**src/rtl/VX_gpu_pkg.sv**
```systemverilog
// Shared GPU definitions used by the micro-op sequencer and the commit merger.
package VX_gpu_pkg;

    // Micro-ops issued per tensor macro-instruction (HMMA).
    localparam int UOP_HMMA_COUNT = 32;

    // Default core geometry for the commit path.
    localparam int UC_NUM_WARPS   = 8;
    localparam int UC_NUM_THREADS = 4;
    localparam int UC_UUID_W      = 44;
    localparam int UC_NR_BITS     = 6;
    localparam int UC_WID_W       = $clog2(UC_NUM_WARPS);

    // One uop completion as seen on the commit side.
    typedef struct packed {
        logic                      is_uop;
        logic                      last;
        logic [UC_WID_W-1:0]       wid;
        logic [UC_UUID_W-1:0]      uuid;
        logic [UC_NUM_THREADS-1:0] tmask;
        logic                      wb;
        logic [UC_NR_BITS-1:0]     rd;
    } uop_commit_t;

endpackage

```
**src/rtl/uop_group_tracker.sv**
```systemverilog
// Tracks one warp's open uop group and flags protocol violations on the
// completion currently presented for this warp.
module uop_group_tracker
    import VX_gpu_pkg::*;
#(
    parameter int NUM_THREADS = UC_NUM_THREADS,
    parameter int UOP_COUNT   = UOP_HMMA_COUNT,
    parameter int UUID_W      = UC_UUID_W
) (
    input  logic                   clk,
    input  logic                   reset_n,
    input  logic                   i_sel,
    input  logic                   i_last,
    input  logic [UUID_W-1:0]      i_uuid,
    input  logic [NUM_THREADS-1:0] i_tmask,
    input  logic                   i_wb,
    output logic                   o_open,
    output logic [UUID_W-1:0]      o_uuid,
    output logic [NUM_THREADS-1:0] o_tmask,
    output logic                   o_wb,
    output logic                   o_err
);

    localparam int CNT_W = $clog2(UOP_COUNT);

    logic                   r_open;
    logic [CNT_W-1:0]       r_cnt;
    logic [UUID_W-1:0]      r_uuid;
    logic [NUM_THREADS-1:0] r_tmask;
    logic                   r_wb_or;

    logic [CNT_W-1:0]       w_cnt_eff;
    logic [CNT_W:0]         w_cnt_inc;
    logic                   w_mismatch;
    logic                   w_short;
    logic                   w_ovf;

    // A closed warp counts as zero uops seen; the extra bit keeps the
    // "count including the last uop" compare from wrapping.
    assign w_cnt_eff  = r_open ? r_cnt : '0;
    assign w_cnt_inc  = {1'b0, w_cnt_eff} + (CNT_W+1)'(1);
    assign w_mismatch = r_open & ((i_uuid != r_uuid) | (i_tmask != r_tmask));
    assign w_short    = i_last & (w_cnt_inc != (CNT_W+1)'(UOP_COUNT));
    assign w_ovf      = ~i_last & r_open & (r_cnt == CNT_W'(UOP_COUNT - 1));

    assign o_err   = w_mismatch | w_short | w_ovf;
    assign o_open  = r_open;
    // Merged fields for a closing uop: captured values if the group was
    // open, otherwise the last uop stands alone.
    assign o_uuid  = r_open ? r_uuid  : i_uuid;
    assign o_tmask = r_open ? r_tmask : i_tmask;
    assign o_wb    = (r_open & r_wb_or) | i_wb;

    // Group state: open on first uop, count/accumulate, close on last.
    always_ff @(posedge clk or negedge reset_n) begin
        if (!reset_n) begin
            r_open  <= 1'b0;
            r_cnt   <= '0;
            r_uuid  <= '0;
            r_tmask <= '0;
            r_wb_or <= 1'b0;
        end else if (i_sel) begin
            if (i_last) begin
                r_open <= 1'b0;
                r_cnt  <= '0;
            end else if (!r_open) begin
                r_open  <= 1'b1;
                r_cnt   <= CNT_W'(1);
                r_uuid  <= i_uuid;
                r_tmask <= i_tmask;
                r_wb_or <= i_wb;
            end else begin
                // Overflowing group wraps the count but stays open.
                r_cnt   <= w_ovf ? '0 : r_cnt + CNT_W'(1);
                r_wb_or <= r_wb_or | i_wb;
            end
        end
    end

endmodule

```
**src/rtl/uop_commit_merger.sv**
```systemverilog
// Merges per-uop completions of microcoded macro-instructions into one commit
// per warp group; non-uop commits pass straight through the output register.
module uop_commit_merger
    import VX_gpu_pkg::*;
#(
    parameter int NUM_WARPS   = UC_NUM_WARPS,
    parameter int NUM_THREADS = UC_NUM_THREADS,
    parameter int UOP_COUNT   = UOP_HMMA_COUNT,
    parameter int UUID_W      = UC_UUID_W,
    parameter int NR_BITS     = UC_NR_BITS,
    parameter int WID_W       = $clog2(NUM_WARPS)
) (
    input  logic                   clk,
    input  logic                   reset_n,
    input  logic                   in_valid,
    output logic                   in_ready,
    input  logic                   in_is_uop,
    input  logic                   in_last,
    input  logic [WID_W-1:0]       in_wid,
    input  logic [UUID_W-1:0]      in_uuid,
    input  logic [NUM_THREADS-1:0] in_tmask,
    input  logic                   in_wb,
    input  logic [NR_BITS-1:0]     in_rd,
    output logic                   out_valid,
    input  logic                   out_ready,
    output logic [WID_W-1:0]       out_wid,
    output logic [UUID_W-1:0]      out_uuid,
    output logic [NUM_THREADS-1:0] out_tmask,
    output logic                   out_wb,
    output logic [NR_BITS-1:0]     out_rd,
    output logic [NUM_WARPS-1:0]   open_mask,
    output logic                   err,
    output logic [WID_W-1:0]       err_wid
);

    logic                                  w_accept;
    logic                                  w_load;
    logic                                  w_hit_err;
    logic [NUM_WARPS-1:0]                  w_sel;
    logic [NUM_WARPS-1:0]                  w_open;
    logic [NUM_WARPS-1:0]                  w_trk_err;
    logic [NUM_WARPS-1:0]                  w_grp_wb;
    logic [NUM_WARPS-1:0][UUID_W-1:0]      w_grp_uuid;
    logic [NUM_WARPS-1:0][NUM_THREADS-1:0] w_grp_tmask;

    logic                   r_out_valid;
    logic [WID_W-1:0]       r_out_wid;
    logic [UUID_W-1:0]      r_out_uuid;
    logic [NUM_THREADS-1:0] r_out_tmask;
    logic                   r_out_wb;
    logic [NR_BITS-1:0]     r_out_rd;
    logic                   r_err;
    logic [WID_W-1:0]       r_err_wid;

    // Single output register: accept whenever it is empty or draining.
    assign in_ready  = ~r_out_valid | out_ready;
    assign w_accept  = in_valid & in_ready;
    assign w_load    = w_accept & (~in_is_uop | in_last);
    assign w_hit_err = w_accept & in_is_uop & w_trk_err[in_wid];

    genvar g;
    generate
        for (g = 0; g < NUM_WARPS; g++) begin : g_warp
            assign w_sel[g] = w_accept & in_is_uop & (in_wid == WID_W'(g));

            uop_group_tracker #(
                .NUM_THREADS (NUM_THREADS),
                .UOP_COUNT   (UOP_COUNT),
                .UUID_W      (UUID_W)
            ) u_trk (
                .clk     (clk),
                .reset_n (reset_n),
                .i_sel   (w_sel[g]),
                .i_last  (in_last),
                .i_uuid  (in_uuid),
                .i_tmask (in_tmask),
                .i_wb    (in_wb),
                .o_open  (w_open[g]),
                .o_uuid  (w_grp_uuid[g]),
                .o_tmask (w_grp_tmask[g]),
                .o_wb    (w_grp_wb[g]),
                .o_err   (w_trk_err[g])
            );
        end
    endgenerate

    // Output register: load a passthrough or merged commit, else drain on ready.
    always_ff @(posedge clk or negedge reset_n) begin
        if (!reset_n) begin
            r_out_valid <= 1'b0;
            r_out_wid   <= '0;
            r_out_uuid  <= '0;
            r_out_tmask <= '0;
            r_out_wb    <= 1'b0;
            r_out_rd    <= '0;
        end else if (w_load) begin
            r_out_valid <= 1'b1;
            r_out_wid   <= in_wid;
            r_out_uuid  <= in_is_uop ? w_grp_uuid[in_wid]  : in_uuid;
            r_out_tmask <= in_is_uop ? w_grp_tmask[in_wid] : in_tmask;
            r_out_wb    <= in_is_uop ? w_grp_wb[in_wid]    : in_wb;
            r_out_rd    <= in_rd;
        end else if (out_ready) begin
            r_out_valid <= 1'b0;
        end
    end

    // Violation pulse; the warp id is held until the next violation.
    always_ff @(posedge clk or negedge reset_n) begin
        if (!reset_n) begin
            r_err     <= 1'b0;
            r_err_wid <= '0;
        end else begin
            r_err <= w_hit_err;
            if (w_hit_err) r_err_wid <= in_wid;
        end
    end

    assign out_valid = r_out_valid;
    assign out_wid   = r_out_wid;
    assign out_uuid  = r_out_uuid;
    assign out_tmask = r_out_tmask;
    assign out_wb    = r_out_wb;
    assign out_rd    = r_out_rd;
    assign open_mask = w_open;
    assign err       = r_err;
    assign err_wid   = r_err_wid;

endmodule

```
**config.mk**
```make
export PLATFORM = sky130hd
export DESIGN_NAME = uop_commit_merger
export DESIGN_NICKNAME = d
export VERILOG_FILES = /design/src/rtl/VX_gpu_pkg.sv /design/src/rtl/uop_group_tracker.sv /design/src/rtl/uop_commit_merger.sv
export SDC_FILE = /design/constraint.sdc
export NUM_CORES = 1
export LEC_CHECK = 0
export ABC_CLOCK_PERIOD_IN_PS = 7350
export BUFFER_PORTS_ARGS = -buffer_cell sky130_fd_sc_hd__buf_2
export CAP_MARGIN = 20
export CORE_UTILIZATION = 27
export CTS_BUF_LIST = sky130_fd_sc_hd__clkbuf_4 sky130_fd_sc_hd__clkbuf_8 sky130_fd_sc_hd__clkbuf_16
export DETAILED_ROUTE_END_ITERATION = 12
export GPL_ROUTABILITY_DRIVEN = 0
export PLACE_DENSITY = 0.49
export SLEW_MARGIN = 25
export SYNTH_ARGS = -nofsm -noshare
export SYNTH_HDL_FRONTEND = slang
export SYNTH_SLANG_ARGS = --single-unit
```
**constraint.sdc**
```tcl
create_clock -name clk -period 7.35 [get_ports clk]
set_input_delay 0.735 -clock clk [delete_from_list [all_inputs] [get_ports clk]]
set_output_delay 0.735 -clock clk [all_outputs]
set_load 0.05 [all_outputs]
```
==> out/qor.txt, run 1 <==
DRT met1 WL: 53.7 mm
first-pass GRT wire length: 181 mm
MaxCap Viol Count: 0
Vias: 23400
ys flop type: dfrtp_1
endpoints failing setup: 0
status: finished clean
post-synthesis register bit count: 503
Core Area: 107000 um2
Worst-Skew Late Latency: 0.65 ns
dominant cells by area after synthesis: dfrtp_1 43%, mux2_1 15%, xor2_1 7.0%, xnor2_1 4.4%, mux2i_1 3.5%
synth cell count leaders: 503 x dfrtp_1, 384 x mux2_1, 236 x xor2_1
Area growth syn-to-layout: 12.9%
Die Y: 332 um
I/O Pins: 136
Post-CTS Setup Inserts: 0
Met3 Wirelength: 9.12 mm
area of the multi-input gates: 15400 um2
Worst setup SP type: input pin
share of cells above drive strength 1: 12.0%
met2 wire len: 58.1 mm
Clock Path Buffers: 3
largest net degree at the start of global routing: 152
Die Wd: 332 um
Mapped Nets: 2910
Worst EP arrival: 4.45 ns
Slew headroom: 13.5%
# H-tree levels: 2
critical-path maximum fanout: 57
grt total ovfl: 0
hpwl dp: 88.0 mm
initial antenna violation count: 6
Fin Setup TNS: 0 ns
Total GRT Usage: 22.7%
1st-pass router iterations: 6
# resized after CTS: 0
Wirelength per Cell: 30.1 um
Synth warnings: 0
leakage power: 0.0145 uW
Tmin final: 3.95 ns
post-synthesis sequential area ratio: 42.9%
Fin Clk Skew: 0.0314 ns
via-per-instance ratio: 5.52
VDD IR-drop max: 0.201 mV
Max Slew Vio Count: 0
critical path required time: 7.85 ns
Post-Syn Area: 29300 um2
Min-Delay Path Class: input pin to asynchronous set/reset pin
routed wire length: 127 mm
register area: 12600 um2
Detail Route Antenna Nets: 0
cell taking the most area after synthesis: dfrtp_1
total CTS buffers: 60
FFs w/ async S/R, synth: 100%
Tcrit/Tclk final: 53.7%
Post-synth EDFFs: 0
worst-margin pin slew: 1.29 ns
Final nets: 2868
# clock sinks: 503
die area: 110000 um2
Rows: 120
vias in the first global route: 22600
DR top layer: met5
Fillers: 11100
Cell Pwr Density: 297 nW/um2
Post-Synthesis Cells: 2830
Cell variety after synth: 54
Critical Path Sink Type: register
root buf cell: clkbuf_16
DRC violations left: 0
syn avg cell area: 10.4 um2
PortBufs: 135
Synth top area share: 42.9%
DRT iter0 DRCs: 2738
TritonCTS clock tree: done
Setup CP Type: input pin to register
endpoints failing hold: 0
top-count cell post-synth: dfrtp_1
Pwr Total: 9840 uW
hold buffers post-CTS: 0
Worst-path clk slew: 0.06 ns
Highest Clock Rate: 0.253 GHz
Initial Util: 27.3%
RSZ-0062 raised after global routing: no
==> worst paths after layout <==
path | cells after the start | slack (ns) | from | to
worst max register to register | 11 | 3.58 | g_warp[1].u_trk.o_open$_DFFE_PN0P_ | out_uuid[9]$_DFFE_PN0P_
min in group clk | 2 | 0.32 | in_rd[0] | out_rd[0]$_DFFE_PN0P_
worst max-delay path | 10 | 3.40 | in_wid[1] | out_uuid[2]$_DFFE_PN0P_
max in group asynchronous | 2 | 5.77 | reset_n | out_uuid[28]$_DFFE_PN0P_
worst min-delay path | 1 | 0.11 | reset_n | g_warp[1].u_trk.r_cnt[0]$_DFFE_PN0P_
worst min register to register | 2 | 0.48 | out_uuid[13]$_DFFE_PN0P_ | out_uuid[13]$_DFFE_PN0P_
==> final cells by class <==
class	instances	share of cell area, %
antenna	1	0.00756
clock buffer	97	5.76
clock inverter	13	0.609
inverter	15	0.170
multi-input combinational	2013	46.6
sequential	503	38.0
tap	1403	5.30
timing repair buffer	195	3.53
==> cell usage in the layout, fill, tap and decap left out, types with 12 or more instances in the layout <==
cell type / count
buf_2: 131
o21ai_0: 61
clkbuf_8: 15
a21oi_1: 57
o22ai_1: 137
and3_1: 12
nor3_1: 64
clkbuf_16: 62
o311ai_1: 18
nand3_1: 34
o21ai_1: 68
o22a_1: 21
xor2_1: 236
mux2_1: 384
clkbuf_4: 20
nor4_1: 67
inv_1: 12
nor2_1: 197
dfrtp_1: 502
a211oi_1: 25
xnor2_1: 148
mux2i_1: 104
nand2b_1: 12
a31oi_1: 13
o221ai_1: 30
nand4_1: 52
o211ai_1: 23
ha_1: 16
buf_4: 61
nand2_1: 119
nor2b_1: 14
o311a_1: 14
==> report_power, final <==
group	total, uW	switching (uW)	internal, uW	leakage [uW]
Sequential	3760	490	3270	0.00653
Combinational	2870	1930	940	0.00692
Clock	3210	1270	1940	0.00107
Total	9840	3690	6150	0.0145
==> metal layers <==
layer  up-vias  global-route usage [%]
met3       244                    3.57
li1      10100                       -
met5         -                       0
met1     12100                    30.6
met4        10                    9.78
met2       968                    36.0
==> flip-flops by register name, indices dropped and copies added, names as in the netlist, 3 cells and up <==
register              flops
g_warp.u_trk.r_uuid     352
out_uuid                 44
g_warp.u_trk.r_cnt       40
g_warp.u_trk.r_tmask     32
g_warp.u_trk.o_open       8
g_warp.u_trk.r_wb_or      8
out_rd                    6
out_tmask                 4
err_wid                   3
out_wid                   3
==> metrics by stage <==
step / hold WS, ns / area (um2) / cells / utilization [%] / setup WS (ns)
2_1_floorplan: 0.439 / 29300 / 2830 / - / 4.48
3_3_place_gp: 0.467 / 31000 / 4129 / 28.9 / 2.87
3_5_place_dp: 0.471 / 31000 / 4129 / 28.9 / 2.84
4_1_cts: 0.108 / 33100 / 4239 / 30.8 / 3.52
5_1_grt: 0.129 / 33100 / 4239 / 30.8 / 3.22
6_report: 0.107 / 33100 / 4240 / 30.8 / 3.40
==> worst max-delay path: stages <==
cell      delay (ns)
buf_4           0.63
buf_4           0.62
nand2b_1        0.78
nand2_1         0.74
nor2_1          0.27
nor3_1          0.06
a21oi_1         0.16
a211oi_1        0.09
a21oi_1         0.16
o21ai_1         0.08
==> kinds of logic after synthesis <==
family / share of synthesized area, %
simple gates: 9.83
fa+ha+maj: 0.683
buf+inv: 4.66
mux: 19.1
xor+xnor: 11.5
compound gates: 11.4
flops: 42.9
(Power assumes the default switching activity.)
==> run 2: changes to the inputs <==
--- a/config.mk
+++ b/config.mk
@@ -5,14 +5,14 @@
 export SDC_FILE = /design/constraint.sdc
 export NUM_CORES = 1
 export LEC_CHECK = 0
-export ABC_CLOCK_PERIOD_IN_PS = 7350
+export ABC_CLOCK_PERIOD_IN_PS = 3600
 export BUFFER_PORTS_ARGS = -buffer_cell sky130_fd_sc_hd__buf_2
 export CAP_MARGIN = 20
 export CORE_UTILIZATION = 27
 export CTS_BUF_LIST = sky130_fd_sc_hd__clkbuf_4 sky130_fd_sc_hd__clkbuf_8 sky130_fd_sc_hd__clkbuf_16
 export DETAILED_ROUTE_END_ITERATION = 12
 export GPL_ROUTABILITY_DRIVEN = 0
-export PLACE_DENSITY = 0.49
+export PLACE_DENSITY = 0.51
 export SLEW_MARGIN = 25
 export SYNTH_ARGS = -nofsm -noshare
 export SYNTH_HDL_FRONTEND = slang
==> constraint.sdc (replaced) <==
create_clock -name clk -period 3.6 [get_ports clk]
set_input_delay 0.36 -clock clk [delete_from_list [all_inputs] [get_ports clk]]
set_output_delay 0.36 -clock clk [all_outputs]
set_load 0.05 [all_outputs]
==> out/qor.txt, run 2 (synthesis results as in run 1) <==
Highest Clock Rate: 0.296 GHz
Setup CP Type: register to register
root buf cell: clkbuf_16
CP cell instances: xor2_1, nor4_1, nand4_1, nor4_1, a31oi_1, nand4_4, nand2_4, mux2_4
CP dominant cell by count: nor4_1
leakage power: 0.0150 uW
Post-CTS Setup Inserts: 0
design area: 33900 um2
Worst-path clk slew: 0.06 ns
CP max-delay cell: nor4_1
Worst-Skew Late Latency: 0.66 ns
share of cells above drive strength 1: 14.5%
DRC violations left: 0
number of flip-flops in the largest register: 352
critical-path maximum fanout: 3
Final nets: 2966
Die Y: 332 um
hpwl dp: 91.7 mm
Initial Util: 27.3%
die area: 110000 um2
min-delay src: out_ready
total CTS buffers: 60
Worst EP arrival: 3.90 ns
Fin Setup TNS: 0 ns
Min-Delay Path Class: input pin to register
commonest non-fill, non-tap cell in the layout: dfrtp_1
Worst setup SP type: register
first-pass GRT wire length: 182 mm
Slew headroom: 35.2%
vias in the first global route: 23000
Vias: 24000
largest net degree at the start of global routing: 95
max incr delay on CP: 0.69 ns
Detail Route Antenna Nets: 0
Post-DP Area: 31800 um2
PortBufs: 135
Critical Path Sink Type: register
Clock Path Buffers: 3
Total GRT Usage: 23.0%
Final Util: 31.6%
TritonCTS clock tree: done
1st-pass router iterations: 7
Cells on Worst Hold Path: 3
# H-tree levels: 2
flop-to-flop setup slack: 0.22 ns
Area growth syn-to-layout: 15.7%
Max Slew Vio Count: 0
Die Wd: 332 um
Tmin final: 3.38 ns
reg-to-reg endpoint: err_wid[0]$_DFFE_PN0P_
MaxCap Viol Count: 0
Hold Crit Endpoint: out_valid$_DFFE_PN0P_
# clock sinks: 503
status: finished clean
Wirelength per Cell: 29.8 um
RSZ-0062 raised after global routing: no
endpoints failing setup: 0
endpoints failing hold: 0
VDD IR-drop max: 0.368 mV
DRT iter0 DRCs: 2409
worst r2r path cells: 8
routed wire length: 129 mm
Cell Pwr Density: 596 nW/um2
Core Area: 107000 um2
Rows: 120
register bank with the most flops: g_warp.u_trk.r_uuid
via-per-instance ratio: 5.53
hold slack: 0.0197 ns
I/O Pins: 136
Critical R2R Launch: g_warp[3].u_trk.r_uuid[15]$_DFFE_PN0P_
grt total ovfl: 0
commonest non-fill, non-tap cells in the layout: 502 x dfrtp_1, 384 x mux2_1, 236 x xor2_1
initial antenna violation count: 11
worst-margin pin slew: 0.963 ns
Fin Clk Skew: 0.0266 ns
critical path required time: 4.12 ns
Tcrit/Tclk final: 93.8%
Fillers: 11000
-- run 2: changes by cell type in the layout (fill, tap and decap cells not counted), moves of 2 or more --
| cell | delta |
|---|---|
| clkbuf_8 | -7 |
| clkbuf_4 | -7 |
| buf_12 | +13 |
| clkinvlp_4 | +4 |
| buf_4 | +78 |
| diode_2 | +2 |
| dlygate4sd3_1 | +7 |
| clkinv_2 | +5 |
| inv_6 | +2 |
| clkbuf_16 | -2 |
-- run 2: metrics by stage --
step	cells	worst slack (ns)	total power (uW)
2_1_floorplan	2830	0.863	11100
3_3_place_gp	4220	0.166	13700
3_5_place_dp	4220	0.203	13700
4_1_cts	4333	0.465	20200
5_1_grt	4335	0.324	20900
6_report	4336	0.224	20200
-- run 2: how the worst max path moves through the flow --
stage | from | end | slack [ns] | cells past startpoint
after floorplan | out_valid$_DFFE_PN0P_ | g_warp[0].u_trk.r_tmask[2]$_DFFE_PN0P_ | 0.86 | 8
after detailed placement | in_uuid[26] | err_wid[1]$_DFFE_PN0P_ | 0.20 | 9
after global routing | out_valid$_DFFE_PN0P_ | g_warp[4].u_trk.r_uuid[26]$_DFFE_PN0P_ | 0.32 | 7
after CTS | g_warp[3].u_trk.r_uuid[15]$_DFFE_PN0P_ | err_wid[0]$_DFFE_PN0P_ | 0.46 | 8
after global placement | in_uuid[40] | err_wid[1]$_DFFE_PN0P_ | 0.17 | 9
final | g_warp[3].u_trk.r_uuid[15]$_DFFE_PN0P_ | err_wid[0]$_DFFE_PN0P_ | 0.22 | 8
-- run 2: worst max-delay path: cells and delay by family, from the launching register on --
family,cells,cell delay [ns]
xor+xnor,1,0.23
compound gates,1,0.28
mux,1,0.31
simple gates,5,2.01
flops,1,0.40
-- run 2: cell type report --
cell class | count | area [um2] | area share, %
Timing Repair Buffer | 293 | 2080 | 6.14
Antenna cell | 3 | 7.51 | 0.0221
Tap cell | 1403 | 1760 | 5.17
Inverter | 15 | 56.3 | 0.166
Clock inverter | 25 | 304 | 0.896
Multi-Input combinational cell | 2013 | 15400 | 45.5
Sequential cell | 503 | 12600 | 37.1
Clock buffer | 81 | 1710 | 5.04
-- run 2: what timing repair did --
item                                   CTS  global route
gates resized for setup                  0             0
hold buffers                             7             0
endpoints found under the hold margin   88             0
-- run 2: per-layer routing --
metal | vias up | part of all wire [%] | track usage (%)
met2 | 1113 | 44 | 35.6
met4 | 8 | 7.1 | 13.6
met3 | 339 | 8.6 | 5.55
met5 | - | 0.036 | 0
met1 | 12200 | 40 | 29.1
li1 | 10300 | - | -
-- run 2: where the power goes --
| part | switching [uW] | leakage [uW] | internal (uW) |
|---|---|---|---|
| registers | 997 | 0.00653 | 6680 |
| clock network | 2650 | 0.00100 | 3740 |
| logic | 4070 | 0.00743 | 2070 |
